--- src/rtl/lora_frame_sequencer.sv ---
// rtl/lora_frame_sequencer.sv - sequences one LoRa frame (preamble, sync, SFD, payload, gap) through the chirp modulator
module lora_frame_sequencer #(
  parameter int GAP_CYCLES = 4000,
  parameter int SYM_W      = 12
) (
  input  logic             i_clk,
  input  logic             i_rst,
  input  logic             i_start,
  input  logic             i_abort,
  input  logic [2:0]       i_cfg_sf,
  input  logic [2:0]       i_cfg_bw,
  input  logic [7:0]       i_cfg_preamble_len,
  input  logic [7:0]       i_cfg_sync_word,
  input  logic [7:0]       i_cfg_payload_len,
  input  logic [SYM_W-1:0] i_pl_sym,
  input  logic             i_pl_valid,
  output logic             o_pl_ready,
  input  logic             i_sym_done,
  output logic             o_chirp_rst,
  output logic [2:0]       o_sf_select,
  output logic [2:0]       o_bw_select,
  output logic [SYM_W-1:0] o_sym_val,
  output logic [1:0]       o_sym_type,
  output logic             o_busy,
  output logic             o_done,
  output logic             o_err_cfg,
  output logic             o_err_underrun
);

  typedef enum logic [3:0] {
    S_IDLE, S_PRE, S_SYNC1, S_SYNC2, S_SFD1, S_SFD2, S_SFDQ, S_PAY, S_GAP, S_ABORT
  } state_t;

  localparam int GW = (GAP_CYCLES > 1) ? $clog2(GAP_CYCLES) : 1;
  localparam logic [GW-1:0] GAP_LAST = GW'(GAP_CYCLES - 1);

  state_t           r_state, w_state_nxt;
  logic [2:0]       r_sf, w_sf_nxt, r_bw, w_bw_nxt;
  logic [7:0]       r_pre_len, w_pre_len_nxt;
  logic [7:0]       r_sync, w_sync_nxt;
  logic [7:0]       r_pre_cnt, w_pre_cnt_nxt;
  logic [7:0]       r_fetch_left, w_fetch_left_nxt;
  logic [7:0]       r_pay_left, w_pay_left_nxt;
  logic [SYM_W-1:0] r_hold, w_hold_nxt;
  logic             r_hold_vld, w_hold_vld_nxt;
  logic [GW-1:0]    r_gap_cnt, w_gap_cnt_nxt;
  logic             r_chirp_rst, w_chirp_rst_nxt;
  logic [SYM_W-1:0] r_sym_val, w_sym_val_nxt;
  logic [1:0]       r_sym_type, w_sym_type_nxt;
  logic             r_busy, w_busy_nxt;
  logic             r_done, w_done_nxt;
  logic             r_err_cfg, w_err_cfg_nxt;
  logic             r_err_underrun, w_err_underrun_nxt;

  logic             w_pl_ready;
  logic             w_xfer;
  logic [3:0]       w_sf_bits;
  logic [SYM_W-1:0] w_mask;
  logic [SYM_W-1:0] w_pay_val;

  // Payload symbols are truncated to the SF width (SF7 -> 7 bits .. SF12 -> 12 bits)
  assign w_sf_bits = {1'b0, r_sf} + 4'd7;
  assign w_mask    = ~({SYM_W{1'b1}} << w_sf_bits);
  assign w_pay_val = r_hold & w_mask;

  // Prefetch only while the frame still needs symbols and the holding slot is free
  assign w_pl_ready = r_busy && (r_state != S_GAP) && (r_state != S_ABORT) &&
                      !r_hold_vld && (r_fetch_left != 8'd0);
  assign w_xfer     = w_pl_ready && i_pl_valid;

  // Next-state and next-output logic; symbol fields only move on sym_done
  always_comb begin
    w_state_nxt        = r_state;
    w_sf_nxt           = r_sf;
    w_bw_nxt           = r_bw;
    w_pre_len_nxt      = r_pre_len;
    w_sync_nxt         = r_sync;
    w_pre_cnt_nxt      = r_pre_cnt;
    w_fetch_left_nxt   = r_fetch_left;
    w_pay_left_nxt     = r_pay_left;
    w_hold_nxt         = r_hold;
    w_hold_vld_nxt     = r_hold_vld;
    w_gap_cnt_nxt      = r_gap_cnt;
    w_chirp_rst_nxt    = r_chirp_rst;
    w_sym_val_nxt      = r_sym_val;
    w_sym_type_nxt     = r_sym_type;
    w_busy_nxt         = r_busy;
    w_done_nxt         = 1'b0;
    w_err_cfg_nxt      = 1'b0;
    w_err_underrun_nxt = 1'b0;

    if (w_xfer) begin
      w_hold_nxt       = i_pl_sym;
      w_hold_vld_nxt   = 1'b1;
      w_fetch_left_nxt = r_fetch_left - 8'd1;
    end

    if (r_state == S_ABORT) begin
      w_state_nxt      = S_IDLE;
      w_busy_nxt       = 1'b0;
      w_hold_vld_nxt   = 1'b0;
      w_fetch_left_nxt = 8'd0;
    end else if ((r_state != S_IDLE) && i_abort) begin
      w_state_nxt     = S_ABORT;
      w_chirp_rst_nxt = 1'b1;
      w_sym_val_nxt   = '0;
      w_sym_type_nxt  = 2'b00;
    end else begin
      case (r_state)
        S_IDLE: begin
          // r_done blocks a start landing in the same cycle as the done pulse
          if (i_start && !r_done) begin
            if ((i_cfg_sf > 3'd5) || (i_cfg_preamble_len == 8'd0)) begin
              w_err_cfg_nxt = 1'b1;
            end else begin
              w_state_nxt      = S_PRE;
              w_sf_nxt         = i_cfg_sf;
              w_bw_nxt         = i_cfg_bw;
              w_pre_len_nxt    = i_cfg_preamble_len;
              w_sync_nxt       = i_cfg_sync_word;
              w_pre_cnt_nxt    = 8'd0;
              w_fetch_left_nxt = i_cfg_payload_len;
              w_pay_left_nxt   = i_cfg_payload_len;
              w_hold_vld_nxt   = 1'b0;
              w_chirp_rst_nxt  = 1'b0;
              w_busy_nxt       = 1'b1;
              w_sym_type_nxt   = 2'b00;
              w_sym_val_nxt    = '0;
            end
          end
        end
        S_PRE: begin
          if (i_sym_done) begin
            if (r_pre_cnt == (r_pre_len - 8'd1)) begin
              w_state_nxt    = S_SYNC1;
              w_sym_type_nxt = 2'b01;
              w_sym_val_nxt  = SYM_W'({r_sync[7:4], 3'b000});
            end else begin
              w_pre_cnt_nxt = r_pre_cnt + 8'd1;
            end
          end
        end
        S_SYNC1: begin
          if (i_sym_done) begin
            w_state_nxt    = S_SYNC2;
            w_sym_type_nxt = 2'b01;
            w_sym_val_nxt  = SYM_W'({r_sync[3:0], 3'b000});
          end
        end
        S_SYNC2: begin
          if (i_sym_done) begin
            w_state_nxt    = S_SFD1;
            w_sym_type_nxt = 2'b10;
            w_sym_val_nxt  = '0;
          end
        end
        S_SFD1: begin
          if (i_sym_done) begin
            w_state_nxt    = S_SFD2;
            w_sym_type_nxt = 2'b10;
          end
        end
        S_SFD2: begin
          if (i_sym_done) begin
            w_state_nxt    = S_SFDQ;
            w_sym_type_nxt = 2'b11;
          end
        end
        S_SFDQ, S_PAY: begin
          // r_pay_left counts payload symbols not yet put on the outputs
          if (i_sym_done) begin
            if (r_pay_left == 8'd0) begin
              w_state_nxt     = S_GAP;
              w_chirp_rst_nxt = 1'b1;
              w_sym_type_nxt  = 2'b00;
              w_sym_val_nxt   = '0;
              w_gap_cnt_nxt   = '0;
            end else if (r_hold_vld) begin
              w_state_nxt    = S_PAY;
              w_sym_type_nxt = 2'b01;
              w_sym_val_nxt  = w_pay_val;
              w_hold_vld_nxt = 1'b0;
              w_pay_left_nxt = r_pay_left - 8'd1;
            end else begin
              w_state_nxt        = S_ABORT;
              w_err_underrun_nxt = 1'b1;
              w_chirp_rst_nxt    = 1'b1;
              w_sym_type_nxt     = 2'b00;
              w_sym_val_nxt      = '0;
            end
          end
        end
        S_GAP: begin
          if (r_gap_cnt == GAP_LAST) begin
            w_state_nxt = S_IDLE;
            w_done_nxt  = 1'b1;
            w_busy_nxt  = 1'b0;
          end else begin
            w_gap_cnt_nxt = r_gap_cnt + 1'b1;
          end
        end
        default: begin
          w_state_nxt = S_IDLE;
        end
      endcase
    end
  end

  // State and registered outputs; reset also discards the payload holding slot
  always_ff @(posedge i_clk) begin
    if (i_rst) begin
      r_state        <= S_IDLE;
      r_sf           <= 3'd0;
      r_bw           <= 3'd0;
      r_pre_len      <= 8'd0;
      r_sync         <= 8'd0;
      r_pre_cnt      <= 8'd0;
      r_fetch_left   <= 8'd0;
      r_pay_left     <= 8'd0;
      r_hold         <= '0;
      r_hold_vld     <= 1'b0;
      r_gap_cnt      <= '0;
      r_chirp_rst    <= 1'b1;
      r_sym_val      <= '0;
      r_sym_type     <= 2'b00;
      r_busy         <= 1'b0;
      r_done         <= 1'b0;
      r_err_cfg      <= 1'b0;
      r_err_underrun <= 1'b0;
    end else begin
      r_state        <= w_state_nxt;
      r_sf           <= w_sf_nxt;
      r_bw           <= w_bw_nxt;
      r_pre_len      <= w_pre_len_nxt;
      r_sync         <= w_sync_nxt;
      r_pre_cnt      <= w_pre_cnt_nxt;
      r_fetch_left   <= w_fetch_left_nxt;
      r_pay_left     <= w_pay_left_nxt;
      r_hold         <= w_hold_nxt;
      r_hold_vld     <= w_hold_vld_nxt;
      r_gap_cnt      <= w_gap_cnt_nxt;
      r_chirp_rst    <= w_chirp_rst_nxt;
      r_sym_val      <= w_sym_val_nxt;
      r_sym_type     <= w_sym_type_nxt;
      r_busy         <= w_busy_nxt;
      r_done         <= w_done_nxt;
      r_err_cfg      <= w_err_cfg_nxt;
      r_err_underrun <= w_err_underrun_nxt;
    end
  end

  assign o_pl_ready     = w_pl_ready;
  assign o_chirp_rst    = r_chirp_rst;
  assign o_sf_select    = r_sf;
  assign o_bw_select    = r_bw;
  assign o_sym_val      = r_sym_val;
  assign o_sym_type     = r_sym_type;
  assign o_busy         = r_busy;
  assign o_done         = r_done;
  assign o_err_cfg      = r_err_cfg;
  assign o_err_underrun = r_err_underrun;

endmodule

--- config.mk ---
export PLATFORM = sky130hd
export DESIGN_NAME = lora_frame_sequencer
export DESIGN_NICKNAME = d
export VERILOG_FILES = /design/src/rtl/lora_frame_sequencer.sv
export SDC_FILE = /design/constraint.sdc
export NUM_CORES = 1
export LEC_CHECK = 0
export CORE_ASPECT_RATIO = 1.25
export CORE_MARGIN = 2
export CORE_UTILIZATION = 54
export DETAILED_ROUTE_END_ITERATION = 8
export GPL_TIMING_DRIVEN = 0
export PLACE_DENSITY = 0.8
export SKIP_LAST_GASP = 1
export SLEW_MARGIN = 20
export SYNTH_ARGS = -nofsm -noshare
export SYNTH_HDL_FRONTEND = slang
export SYNTH_SLANG_ARGS = --single-unit
--- constraint.sdc ---
create_clock -name i_clk -period 2.9 [get_ports i_clk]
set_clock_uncertainty 0.05 [all_clocks]
set_input_delay 0.58 -clock i_clk [delete_from_list [all_inputs] [get_ports i_clk]]
set_output_delay 0.58 -clock i_clk [all_outputs]
set_load 0.01 [all_outputs]
After elaboration in Yosys (flattened, before gate mapping):

Index checks and enable logic that the tools add are counted.

* flip-flop bits (word level): 94
* bits of input ports: 48
* output and inout port bits: 26
* word-level logic and storage cells: 195

* add/subtract/negate cells: 6
* $lt $le $gt $ge: 1
* equal/unequal tests: 40
* shifts and indexed selects: 1
* multiplexer cells: 79
* bitwise operators: 10
* reduce and logical (&&, ||, !) cells: 39

Operators by type and width (count)
* two-way mux 12 bit: 13
* two-way mux 8 bit: 14
* one-hot mux 12 bit (5 select lines): 1
* two-way mux 4 bit: 13
* one-hot mux 4 bit (8 select lines): 1
* one-hot mux 8 bit (2 select lines): 2
* inequality test 2 bit (second input constant): 15
* inequality test 3 bit (second input constant): 10
* AND reduction 10 bit: 3
* one-hot mux 12 bit (2 select lines): 1
* subtractor 8 x 1 -> 8 bit (second input constant): 3
* two-way mux 1 bit: 21
* two-way mux 2 bit: 9
* equality test 4 x 3 -> 1 bit (second input constant): 4
* logical NOT 8 bit: 2
* adder 12 x 1 -> 12 bit (second input constant): 1
* bitwise AND 12 bit: 1
* equality test 12 bit (second input constant): 1
* inequality test 4 bit (second input constant): 3
* NOT 12 bit: 1
* one-hot mux 2 bit (6 select lines): 1
* AND reduction 6 bit: 2
* left shift 12 x 4 -> 12 bit (first input constant): 1
* AND reduction 5 bit: 2
* other kinds (28): 51

Logic depth before layout (Yosys ltp):

* word-level depth: 12
* gate-level depth with buffers: 10
* gate-level depth less buffers: 10

Worst setup path after synthesis:

No wires, ideal clock.

* kind: reg2reg
* start: reg r_pre_len[0]
* end: reg r_pre_cnt[5]
* setup time: 0.135 ns
* data arrival time: 2.336 ns
* data required time: 2.715 ns
* path slack: 0.379 ns
* stages on the path, launching flop included: 11
* buffers on the path: 1
* clock period less this slack: 2.521 ns
* cells stage by stage: dfxtp_1 -> inv_1 -> ha_1 -> or3b_1 -> o31a_1 -> o2111ai_1 -> a211o_2 -> a41oi_2 -> buf_6 -> o311ai_0 -> o41ai_1

* word-level cells in the longest chain between the ends: 4

RTL lines
* start: declaration: RTL line 39 `logic [7:0] r_pre_len, w_pre_len_nxt;`
* start signal: assignment: RTL line 234 `r_pre_len <= w_pre_len_nxt;`
* subtractor 8 x 1 -> 8 bit: RTL line 134 `if (r_pre_cnt == (r_pre_len - 8'd1)) begin`
* equality test 8 bit: RTL line 134
* inequality test 2 bit (no source line)
* AND reduction 7 bit (no source line)
* end signal: assignment: RTL line 236 `r_pre_cnt <= w_pre_cnt_nxt;`
* end: declaration: RTL line 41 `logic [7:0] r_pre_cnt, w_pre_cnt_nxt;`

No other way between the ends.
A chain may end at the register's enable or synchronous reset.

Worst setup path in the final report:

* start: reg r_state[2]
* end: reg r_pre_len[5]

* word-level cells in the longest chain between the ends: 4
* elaborated cells between the ends (all ways): 7
* classes of those cells: eq/ne: 1; bitwise: 2; reduce/logical: 4

RTL lines
* start: declaration: RTL line 37 `state_t r_state, w_state_nxt;`
* start signal: assignment: RTL line 231 `r_state <= w_state_nxt;`
* nonzero test 4 bit: RTL line 103 `end else if ((r_state != S_IDLE) && i_abort) begin`
* logical AND 1 bit: RTL line 103
* NOT 1 bit (no source line)
* AND reduction 5 bit (no source line) *

Mark *: on every way between the ends. The rest lies on a longest branch, timed or not.

==> run metrics <==
status=finished clean; ys flop type=dfxtp_1; final worst path period share=0.983; Clk pwr share=0.174; final core occ=0.688; IO buf count=71; NetSw=0.00220 W; cts bufs inserted=9; final RePlAce weighted congestion=between 0.9 and 1; Reg power frac=0.337; Antenna diodes=0; mapped cell area=approximately 0.0049 sq mm; number of global-route vias before repair=~4700; drt pass-1 iters=5; CTS tree=built; DR vias=between 4000 and 5000; Die ar.=0.00976 sq mm; CP Class=register to register; Net Sw Frac=0.436; DIE WIDTH=between 80 and 90 microns; logic gate share of total power=0.490; # hold bufs at CTS=0; Netlist cell types=slightly below 70; CTS root buf=clkbuf_8; largest family of logic cells by synthesized area=simple AND/OR/NAND/NOR gates; max cap viols=0; RSZ-0062 raised after global routing=true; initial antenna violation count=0; Synth Warn #=0; Slowest-stage cell, CP=nor3_1; final setup fails=0; CTS sink cnt=94; aggregate global-route resource usage=0.281; Startpoint Class=register; wire per inst=~16 microns; Worst IR Drop VDD=roughly 0.00044 V; Synth Area in Compound Gates=0.197; Slew Limit Fails=0; asr flop ratio synth=0; Nets=around 750; H-tree depth=3; P_int=0.00285 W; f_max=between 300 and 400 MHz; final WL=between 10000 and 15000 microns; area grow syn2layout=23.4%; min Tclk post-route=2850 ps; Seq/Total Area, Yosys=0.388; top-count cell post-synth=dfxtp_1; number of flops mapped to enable cells by yosys=0; clk buf depth=2; initial core utilization=0.558; fraction of the mapped netlist area in simple logic gates=0.265; Worst EP required=between 3000 and 4000 ps; Hold Crit Depth=2; Worst Path Max Fanout=10; FP Rows=38; Synth Area in XOR/XNOR=0.0506; syn_area_per_cell=8.03 sq um; fraction of synthesized area in multiplexers=0.0289; FF-to-FF path depth=8; Worst-Margin Slew=roughly 680 ps; first-pass GRT wire length=between 20000 and 25000 microns; Crit path buffers/inverters=3; DR vias/cell=slightly below 6; WP data arrival=between 3000 and 4000 ps; # IOs=74; Worst-path clk slew=90 ps; leakage power=2.16 nW; Slew headroom=0.549; worst min path class=register to register; Clock Latency Late Sink=approximately 370 ps; CP Capture Type=register; Mapped Nets=about 660; total congestion overflow=0; Post-Syn Instances=slightly above 600; pin count of the biggest net entering global routing=17; area leader, netlist=dfxtp_1; Final ANT Viol Nets=0; PwrDens=about 840 mW/mm^2; synthesis-stage register bit count=between 90 and 100; area fraction of the dominant cell type after synthesis=0.388; DP Wirelength=10200 microns; Synth Area in Adders=0.0232; Die Ht=~110 microns; Residual DRC=0; core area=between 0.008 and 0.009 sq mm; CP top delay family=simple AND/OR/NAND/NOR gates; layout cells sized above 1=0.0794; critical path's largest stage delay=about 510 ps; Hold Vio Cnt, Final=0; Post-synth top cells=dfxtp_1 (94), nand2_1 (76), nor2_1 (74); initial DRC count=255; Critical Path Stages=8; CP Cell Sequence=or2_2 -> clkbuf_1 -> nor3_1 -> and3_1 -> buf_2 -> buf_1 -> nand2_1 -> a21oi_1; TNS Setup=0 ps; Fillers=around 760; synth top area cells=dfxtp_1 (39%), nand2_1 (5.9%), nor2_1 (5.7%), a21oi_1 (4.2%), mux2i_1 (2.9%)
## cell usage in the layout (no fill, tap or decap), types with 4 or more instances in the layout
cell type | netlist | routed
nor4_1 | 12 | 11
nand3_1 | 25 | 25
o22ai_1 | 4 | 4
clkbuf_8 | 0 | 9
nand2b_1 | 7 | 7
buf_2 | 6 | 6
inv_1 | 18 | 18
nor3_1 | 19 | 18
clkdlybuf4s50_1 | 0 | 71
o21ai_0 | 26 | 26
nand4_1 | 10 | 10
a31o_2 | 5 | 5
ha_1 | 9 | 9
or3_1 | 7 | 7
nor2b_1 | 6 | 6
a21oi_1 | 41 | 41
clkbuf_1 | 27 | 27
mux2i_1 | 14 | 14
nand2_1 | 76 | 76
dfxtp_1 | 94 | 94
nor2_1 | 74 | 74
a22oi_1 | 8 | 8
xor2_1 | 13 | 13
and3_1 | 7 | 7
o41ai_1 | 4 | 4
xnor2_1 | 15 | 15
a211oi_1 | 8 | 8
## sequential cells by signal (all words and copies together) (netlist names), 3 cells and up
signal and flops:
r_gap_cnt 12, r_sync 8, r_pay_left 8, r_fetch_left 8
o_sym_val 12, r_state 4, o_bw_select 3, o_sf_select 3
r_pre_len 8, r_pre_cnt 8, r_hold 12
## final cells by class
type	count	area, sq um	share of cell area
repair buffers	73	726	0.121
multi-input cells	455	2800	0.468
plain buffers	37	161	0.0270
flip-flops and latches	94	1880	0.314
clock inverters	7	72.6	0.0121
well taps	120	150	0.0251
inverters	18	67.6	0.0113
clock buffers	9	124	0.0207
## cells by family (layout without fill, tap and decap cells)
group           Yosys count  count (layout)
simple gates            267             267
compound gates          137             137
flops                    94              94
buf+inv                  55             144
xor+xnor                 28              28
mux                      14              14
fa+ha+maj                 9               9
## power by group through the flow
stage	Clock, W	Combinational (W)	Sequential (W)
detailed placement	0	0.00235	0.00172
global route	0.000942	0.00275	0.00172
floorplan	0	0.00175	0.00168
CTS	0.000887	0.00238	0.00169
finish	0.000878	0.00247	0.00170
global placement	0	0.00229	0.00171
## stage by stage
step,hold slack [ps],instances,total power [W],setup slack (ps),cell area (sq um)
2_1_floorplan,379,604,0.00342,379,4850
3_3_place_gp,388,795,0.00399,-284,5710
3_5_place_dp,398,795,0.00407,-299,5710
4_1_cts,411,811,0.00496,10.7,5920
5_1_grt,433,813,0.00541,-107,5980
6_report,406,813,0.00505,48.6,5980
## path summary, 6_finish.rpt
path	startpoint	endpoint	slack (ps)
min reg2reg	o_bw_select[1]	o_bw_select[1]	410
max	r_state[2]	r_pre_len[5]	50
min	o_bw_select[1]	o_bw_select[1]	410
max reg2reg	r_state[2]	r_pre_len[5]	50
## worst min-delay path: stages, from the launching register on
cell	delay, ps
dfxtp_1	320
nand2_1	50
a21oi_1	50
## per-layer routing
layer | part of all wire | up-vias | wire, microns | GRT usage
li1 | - | 2321 | - | -
met1 | 0.41 | 2271 | 5450 | 0.325
met2 | 0.51 | 155 | 6830 | 0.501
met3 | 0.054 | 26 | 717 | 0.0413
met4 | 0.022 | 0 | 293 | 0.134
met5 | 0 | - | 0 | 0
## repair_timing
action                                  in CTS  in global routing
pin swaps                                    0                  3
setup buffers                                0                  2
endpoints found under the setup margin       3                 19
resized for setup                            3                  9
No activity file was read; power rests on OpenSTA's default activity.
